[src/rtl/buzzer_tone_gen.sv]
// -----------------------------------------------------------------------------
// buzzer_tone_gen
// Turns the music player's 8-bit tone index into a square wave for a passive
// buzzer. Each valid index maps to a half-period cycle count that is fixed at
// elaboration. Tone changes and rests only take effect at half-period
// boundaries, so the buzzer never sees a runt pulse.
//
// Ports:
//   sys_clk      in   1  system clock
//   sys_rst      in   1  asynchronous, active-high reset
//   en           in   1  play enable (asynchronous, synchronised here)
//   music_tone   in   8  tone index: 0 = rest, 1..MAX_TONE = notes, above = rest
//   buzzer       out  1  square-wave drive
//   tone_active  out  1  high while the tone engine is running
//   period_tick  out  1  one-cycle pulse on every buzzer 0->1 transition
// -----------------------------------------------------------------------------
module buzzer_tone_gen #(
    parameter int CLK_FREQ = 50_000_000,
    parameter int CNT_W    = 20,
    parameter int MAX_TONE = 21
) (
    input  logic       sys_clk,
    input  logic       sys_rst,
    input  logic       en,
    input  logic [7:0] music_tone,
    output logic       buzzer,
    output logic       tone_active,
    output logic       period_tick
);

    typedef enum logic {
        ST_IDLE = 1'b0,
        ST_RUN  = 1'b1
    } state_t;

    localparam logic [7:0]       MAX_IDX = 8'(MAX_TONE);
    localparam logic [CNT_W-1:0] CNT_ONE = CNT_W'(1);

    // Half-period lookup; every entry folds to a constant at elaboration.
    function automatic logic [CNT_W-1:0] half_of(input logic [7:0] idx);
        case (idx)
            8'd1:    half_of = CNT_W'(CLK_FREQ / (2 * 262));
            8'd2:    half_of = CNT_W'(CLK_FREQ / (2 * 294));
            8'd3:    half_of = CNT_W'(CLK_FREQ / (2 * 330));
            8'd4:    half_of = CNT_W'(CLK_FREQ / (2 * 349));
            8'd5:    half_of = CNT_W'(CLK_FREQ / (2 * 392));
            8'd6:    half_of = CNT_W'(CLK_FREQ / (2 * 440));
            8'd7:    half_of = CNT_W'(CLK_FREQ / (2 * 494));
            8'd8:    half_of = CNT_W'(CLK_FREQ / (2 * 523));
            8'd9:    half_of = CNT_W'(CLK_FREQ / (2 * 587));
            8'd10:   half_of = CNT_W'(CLK_FREQ / (2 * 659));
            8'd11:   half_of = CNT_W'(CLK_FREQ / (2 * 698));
            8'd12:   half_of = CNT_W'(CLK_FREQ / (2 * 784));
            8'd13:   half_of = CNT_W'(CLK_FREQ / (2 * 880));
            8'd14:   half_of = CNT_W'(CLK_FREQ / (2 * 988));
            8'd15:   half_of = CNT_W'(CLK_FREQ / (2 * 1047));
            8'd16:   half_of = CNT_W'(CLK_FREQ / (2 * 1175));
            8'd17:   half_of = CNT_W'(CLK_FREQ / (2 * 1319));
            8'd18:   half_of = CNT_W'(CLK_FREQ / (2 * 1397));
            8'd19:   half_of = CNT_W'(CLK_FREQ / (2 * 1568));
            8'd20:   half_of = CNT_W'(CLK_FREQ / (2 * 1760));
            8'd21:   half_of = CNT_W'(CLK_FREQ / (2 * 1976));
            // Never selected for a load; a count of one keeps the boundary compare sane.
            default: half_of = CNT_ONE;
        endcase
    endfunction

    logic             r_en_m;
    logic             r_en_s;
    logic [7:0]       r_tone_s1;
    logic [7:0]       r_tone_s2;
    state_t           r_state;
    logic [CNT_W-1:0] r_cnt;
    logic [CNT_W-1:0] r_half_q;
    logic [7:0]       r_tone_q;
    logic             r_buzzer;
    logic             r_tick;
    logic             r_active;

    logic             w_stable;
    logic             w_valid_idx;
    logic             w_req_play;
    logic             w_req_rest;
    logic             w_boundary;
    state_t           w_state_nx;
    logic [CNT_W-1:0] w_cnt_nx;
    logic [CNT_W-1:0] w_half_nx;
    logic [7:0]       w_tone_nx;
    logic             w_buzz_nx;
    logic             w_tick_nx;

    // Two-flop synchroniser for en and two-stage capture of the tone index.
    always_ff @(posedge sys_clk or posedge sys_rst) begin
        if (sys_rst) begin
            r_en_m    <= 1'b0;
            r_en_s    <= 1'b0;
            r_tone_s1 <= 8'd0;
            r_tone_s2 <= 8'd0;
        end else begin
            r_en_m    <= en;
            r_en_s    <= r_en_m;
            r_tone_s1 <= music_tone;
            r_tone_s2 <= r_tone_s1;
        end
    end

    // A tone is only trusted once both capture stages agree, which filters
    // multi-bit skew from the slower music-player domain. Dropping en is a
    // rest even while the index is unsettled.
    assign w_stable    = (r_tone_s1 == r_tone_s2);
    assign w_valid_idx = (r_tone_s2 >= 8'd1) && (r_tone_s2 <= MAX_IDX);
    assign w_req_play  = r_en_s & w_stable & w_valid_idx;
    assign w_req_rest  = ~r_en_s | (w_stable & ~w_valid_idx);
    assign w_boundary  = (r_cnt == (r_half_q - CNT_ONE));

    // Next-state and next-output logic for the tone engine.
    always_comb begin
        w_state_nx = r_state;
        w_cnt_nx   = r_cnt;
        w_half_nx  = r_half_q;
        w_tone_nx  = r_tone_q;
        w_buzz_nx  = r_buzzer;
        w_tick_nx  = 1'b0;
        case (r_state)
            ST_IDLE: begin
                w_buzz_nx = 1'b0;
                w_cnt_nx  = '0;
                if (w_req_play) begin
                    w_tone_nx  = r_tone_s2;
                    w_half_nx  = half_of(r_tone_s2);
                    w_buzz_nx  = 1'b1;
                    w_tick_nx  = 1'b1;
                    w_state_nx = ST_RUN;
                end else begin
                    w_state_nx = ST_IDLE;
                end
            end
            ST_RUN: begin
                if (w_boundary) begin
                    w_cnt_nx = '0;
                    if (w_req_rest) begin
                        // Stop from either level so a high phase is never stretched.
                        w_buzz_nx  = 1'b0;
                        w_state_nx = ST_IDLE;
                    end else if (w_req_play && (r_tone_s2 != r_tone_q)) begin
                        w_tone_nx = r_tone_s2;
                        w_half_nx = half_of(r_tone_s2);
                        w_buzz_nx = ~r_buzzer;
                        w_tick_nx = ~r_buzzer;
                    end else begin
                        // Same tone or unsettled index: keep the waveform running.
                        w_buzz_nx = ~r_buzzer;
                        w_tick_nx = ~r_buzzer;
                    end
                end else begin
                    w_cnt_nx = r_cnt + CNT_ONE;
                end
            end
            default: begin
                w_state_nx = ST_IDLE;
                w_cnt_nx   = '0;
                w_buzz_nx  = 1'b0;
            end
        endcase
    end

    // Tone engine state and registered outputs.
    always_ff @(posedge sys_clk or posedge sys_rst) begin
        if (sys_rst) begin
            r_state  <= ST_IDLE;
            r_cnt    <= '0;
            r_half_q <= '0;
            r_tone_q <= 8'd0;
            r_buzzer <= 1'b0;
            r_tick   <= 1'b0;
            r_active <= 1'b0;
        end else begin
            r_state  <= w_state_nx;
            r_cnt    <= w_cnt_nx;
            r_half_q <= w_half_nx;
            r_tone_q <= w_tone_nx;
            r_buzzer <= w_buzz_nx;
            r_tick   <= w_tick_nx;
            r_active <= (w_state_nx == ST_RUN);
        end
    end

    assign buzzer      = r_buzzer;
    assign tone_active = r_active;
    assign period_tick = r_tick;

endmodule

[config.mk]
export PLATFORM = sky130hd
export DESIGN_NAME = buzzer_tone_gen
export DESIGN_NICKNAME = d
export VERILOG_FILES = /design/src/rtl/buzzer_tone_gen.sv
export SDC_FILE = /design/constraint.sdc
export NUM_CORES = 1
export LEC_CHECK = 0
export CAP_MARGIN = 40
export CORE_UTILIZATION = 55
export CTS_CLUSTER_DIAMETER = 50
export DETAILED_ROUTE_END_ITERATION = 10
export PLACE_DENSITY = 0.76
export SYNTH_ARGS = -nofsm -noshare
export SYNTH_HDL_FRONTEND = slang
export SYNTH_SLANG_ARGS = --single-unit
[constraint.sdc]
create_clock -name sys_clk -period 2.85 [get_ports sys_clk]
set_clock_uncertainty 0.1 [all_clocks]
set_input_delay 0.4275 -clock sys_clk [delete_from_list [all_inputs] [get_ports sys_clk]]
set_output_delay 0.4275 -clock sys_clk [all_outputs]
set_load 0.1 [all_outputs]
## Yosys cells after proc, flatten, opt, wreduce, memory -nomap -nowiden

Memory sizes are Yosys's and may differ from the RTL's.
Index checks and enable logic that the tools add are counted.

- Add/subtract/negate cells: 2
- Magnitude comparators: 2
- Equality and inequality tests: 7
- Multiplexer cells: 23
- Bitwise gates (word level): 8
- Reductions and logical operators: 4

Operators by type and width:

| operator | count |
|---|---|
| 2-to-1 mux 20 bit | 7 |
| case mux 20 bit (2 select lines) | 2 |
| 2-to-1 mux 8 bit | 4 |
| adder 20 x 1 -> 20 bit, second input constant | 1 |
| equality test 20 bit | 1 |
| subtractor 20 x 1 -> 20 bit, second input constant | 1 |
| case mux 8 bit (2 select lines) | 1 |
| equality test 8 bit | 1 |
| >= comparator 8 x 1 -> 1 bit, second input constant | 1 |
| <= comparator 8 x 5 -> 1 bit, second input constant | 1 |
| != test 8 bit | 1 |
| 2-to-1 mux 1 bit | 6 |
| case mux 1 bit (2 select lines) | 3 |
| != test 2 x 1 -> 1 bit, second input constant | 2 |
| != test 2 bit, second input constant | 2 |
| inverter 1 bit | 4 |
| AND reduction 4 bit | 1 |
| bitwise AND 1 bit | 3 |
| zero test 3 bit | 1 |
| logical AND 1 bit | 2 |
| bitwise OR 1 bit | 1 |

- Bits in registers: 69
- Bits in read-only memories: 1088
- Bits of input ports: 11
- Output and inout port bits: 3
- Memories kept: 2

Memory list:

| name | depth | bits a word | rd ports | clocked after memory_dff | wr ports | RTL line | RTL |
|---|---|---|---|---|---|---|---|
| (no name shown) | 32 | 17 | 1 | 0 | 0 | 41 | `case (idx)` |
| (no name shown) | 32 | 17 | 1 | 0 | 0 | 41 |  |

## Longest topological paths before layout

- Depth after elaboration: 8
- Depth in mapped cells: 11
- Mapped depth without buffers: 9

## Worst setup path after synthesis

Ideal clock, no wire load.

- Kind: register -> register
- Start: reg r_half_q[0]
- End: reg r_half_q[10]
- Data arrival time: 2.865 ns
- Required time: 2.625 ns
- Slack: -0.240 ns
- Stages on the path, launching flop included: 12
- Clock period less this slack: 3.090 ns
- Cells stage by stage: dfrtp_1 inv_1 ha_1 or3b_2 buf_2 nor4_2 mux2_2 a31oi_1 a21oi_1 a31oi_4 buf_6 mux2_4

- Longest elaborated chain between the ends: 4

RTL lines:

| item | RTL line | RTL |
|---|---|---|
| start, declared | 74 | `logic [CNT_W-1:0] r_half_q;` |
| start signal, assigned | 180 | `r_half_q <= w_half_nx;` |
| subtractor 20 x 1 -> 20 bit | 114 | `assign w_boundary = (r_cnt == (r_half_q - CNT_ONE));` |
| equality test 20 bit | 114 |  |
| != test 2 x 1 -> 1 bit (no source line) | - |  |
| AND reduction 4 bit (no source line) | - |  |

Every way passes these cells.
A chain may end at the register's enable or synchronous reset.

## Final worst setup path

- Start: reg r_half_q[5]
- End: reg r_half_q[1]

Same word-level chain as after synthesis.

==> metrics.cfg <==
[status]
run_status = finished, violations left
violations = setup timing

[sta]
period_minus_slack_ns = 3.05
setup_tns_ns = -7.09
max_slew_margin_pct = 59.4
setup_slack_ns = -0.199
slew_viol_final = 0
tightest_slew_ns = 0.605
finalHoldViolCount = 0
fmax_mhz = 328
setup_viol_count_final = 47
fin_crit_sh_pct = 107
hold-worst-slack_ns = 0.253
rsz0062_at_grt = yes

[placed_design]
hpwlAfterDp_um = 6200
port_buffers = 13
place_inst = 550
globalplace.congestion = 0.905
pre_cts_ws_ns = -0.118
place_area_sq_mm = 0.00461

[die]
fp.dieH_um = 88.2
start_util_pct = 56.6
core-area_sq_mm = 0.00721
ioPinCount = 14
die_w_um = 88.2
die_area_sq_mm = 0.00778
num_rows = 31

[grt]
grt_max_degree = 44
grt_pass1_wl_um = 14900
grt.total_usage_pct = 25.1
antenna_found_initial = 0
overflow = 0
grt_pass1_vias = 3191

[power_and_ir_drop]
power_mw = 2.40
p_per_area_mw_per_mm2 = 456
vdd_drop_max_mv = 0.343
p_leak_nw = 2.45

[yosys]
synth_cells = 421
yosysUniqueCellTypes = 49
synth_edf_count = 0
synth_seq_area_share_pct = 40.4
synth_warnings = 0
async_flop_share_pct = 100
synth_flop_cell = dfrtp_1
ys_ff_latch = 66
synth_area_sq_mm = 0.00409
syn_nets = 443
syn_area_per_cell_sq_um = 9.71

[setup_path]
cp_slowest_cell = or4_4
path_class = register to register
worstSetupEndpointType = register
path_buf_inv = 2
critPathArrivalTime_ns = 3.18
regToRegSetupSlack_ns = -0.20
crit_family = simple AND/OR/NAND/NOR gates
cp-start-kind = register
cpPeakStageDelay_ns = 0.56
cp.required_ns = 2.98
crit_chain = or4_4 -> buf_6 -> or4_4 -> o21a_1 -> nor4_4 -> a31oi_4 -> buf_6 -> mux2_4
path_max_fanout = 7

[layout]
drive_gt1_share_pct = 31.1
fillers = 448
finalNonFillerCells = 588
final_cell_mix = dfrtp_1 (66), buf_4 (52), nor2_1 (30)
final_common_cell = dfrtp_1
syn_to_final_growth_pct = 29.1
post-route-cell-area_sq_mm = 0.00527
final_core_util_pct = 73.1
nets = 506
antenna_cells = 0

[detailed_routing]
routed-via-count = 3420
drtIter0Drc = 156
dr.pass1.iters = 4
drcViolationCount = 0
ant_nets = 0
drt_wl_total_um = 10500
vias_per_cell = 5.82
wl_per_cell_um = 17.8

[clocking]
clk_pin_slew_ns = 0.07
cts_hold_buf = 0
clk_latency_ns = 0.35
numCtsBuffers = 9
cts_buffer_depth = 2
htree_levels = 3
cts.sinks = 66
cts_tree = done
cts_root_buffer = clkbuf_8

[worst_hold_path]
min_path_type = register to register

[job]
maxCapViolCount = 0

where the power goes:
part	internal, mW	switching (mW)	total (mW)	leakage [nW]
Combinational	0.236	0.280	0.516	1.49
Sequential	1.01	0.0995	1.11	0.862
Clock	0.402	0.378	0.780	0.0990
per-layer routing:
layer  wire [um]  share of wire (%)  vias to the layer above  GRT usage, %
li1            -                  -                     1614             -
met1        4270                 41                     1652          31.1
met2        5400                 52                      123          42.4
met3         493                4.7                       31          5.37
met4         304                2.9                        0          10.1
met5           0                  0                        -             0
logic make-up (layout without fill, tap and decap cells):
kind of cell	after synthesis	in the layout	share of synthesized area [%]
and+or+nand+nor	151	151	20.1
xor gates and xnor gates	56	56	12.0
muxes	27	27	8.82
DFF	66	66	40.4
AOI/OAI and AO/OA	73	73	11.5
adders and majority gates	11	11	3.37
buffers and inverters	37	105	3.89
synthesized netlist by cell type, drive strengths merged (4+ instances only):
master	number	area share, %
a21o	5	0.92
a21oi	21	2.6
a31oi	8	1.6
and2	6	0.92
and3	8	1.2
buf	7	1.1
clkbuf	18	1.7
dfrtp	66	40
ha	11	3.4
inv	12	1.1
mux2	24	8.1
nand2	15	1.4
nand2b	7	1.1
nand3	16	2.0
nand3b	4	0.73
nand4	6	0.92
nor2	46	4.2
nor2b	6	0.92
nor3	14	1.7
nor4	8	2.1
o21ai	13	1.6
o22ai	8	1.2
or3	6	0.92
xnor2	29	6.2
xor2	27	5.8
repair_timing:
action / CTS / global route
gates cloned: 2 / 3
pin swaps: 9 / 27
endpoints found under the setup margin: 42 / 47
resized for setup: 15 / 53
hold endpoints to repair: 0 / 0
setup buffers: 12 / 9
sequential cells by signal, summed over array words and instances (netlist names):
register / flops
r_en_s: 1
tone_active: 1
r_cnt: 20
r_half_q: 17
r_en_m: 1
r_tone_s2: 8
buzzer: 1
r_tone_s1: 8
r_tone_q: 8
period_tick: 1
final timing paths:
check	start	endpoint	cells past startpoint
setup / recovery	r_half_q[5]	r_half_q[1]	8
hold / removal	r_en_m	r_en_s	0
setup reg to reg	r_half_q[5]	r_half_q[1]	8
hold reg to reg	r_en_m	r_en_s	0
max in group asynchronous	sys_rst	r_tone_s2[1]	3
min in group asynchronous	sys_rst	buzzer	2
cell type report:
| type | instances | area [sq um] | share of cell area, % |
|---|---|---|---|
| Multi-Input combinational cell | 318 | 2550 | 48.4 |
| Sequential cell | 66 | 1650 | 31.3 |
| Timing Repair Buffer | 77 | 704 | 13.4 |
| Clock buffer | 9 | 124 | 2.35 |
| Tap cell | 99 | 124 | 2.35 |
| Clock inverter | 7 | 70.1 | 1.33 |
| Inverter | 12 | 45.0 | 0.854 |
Note: power is estimated with default switching activity, not from simulation.
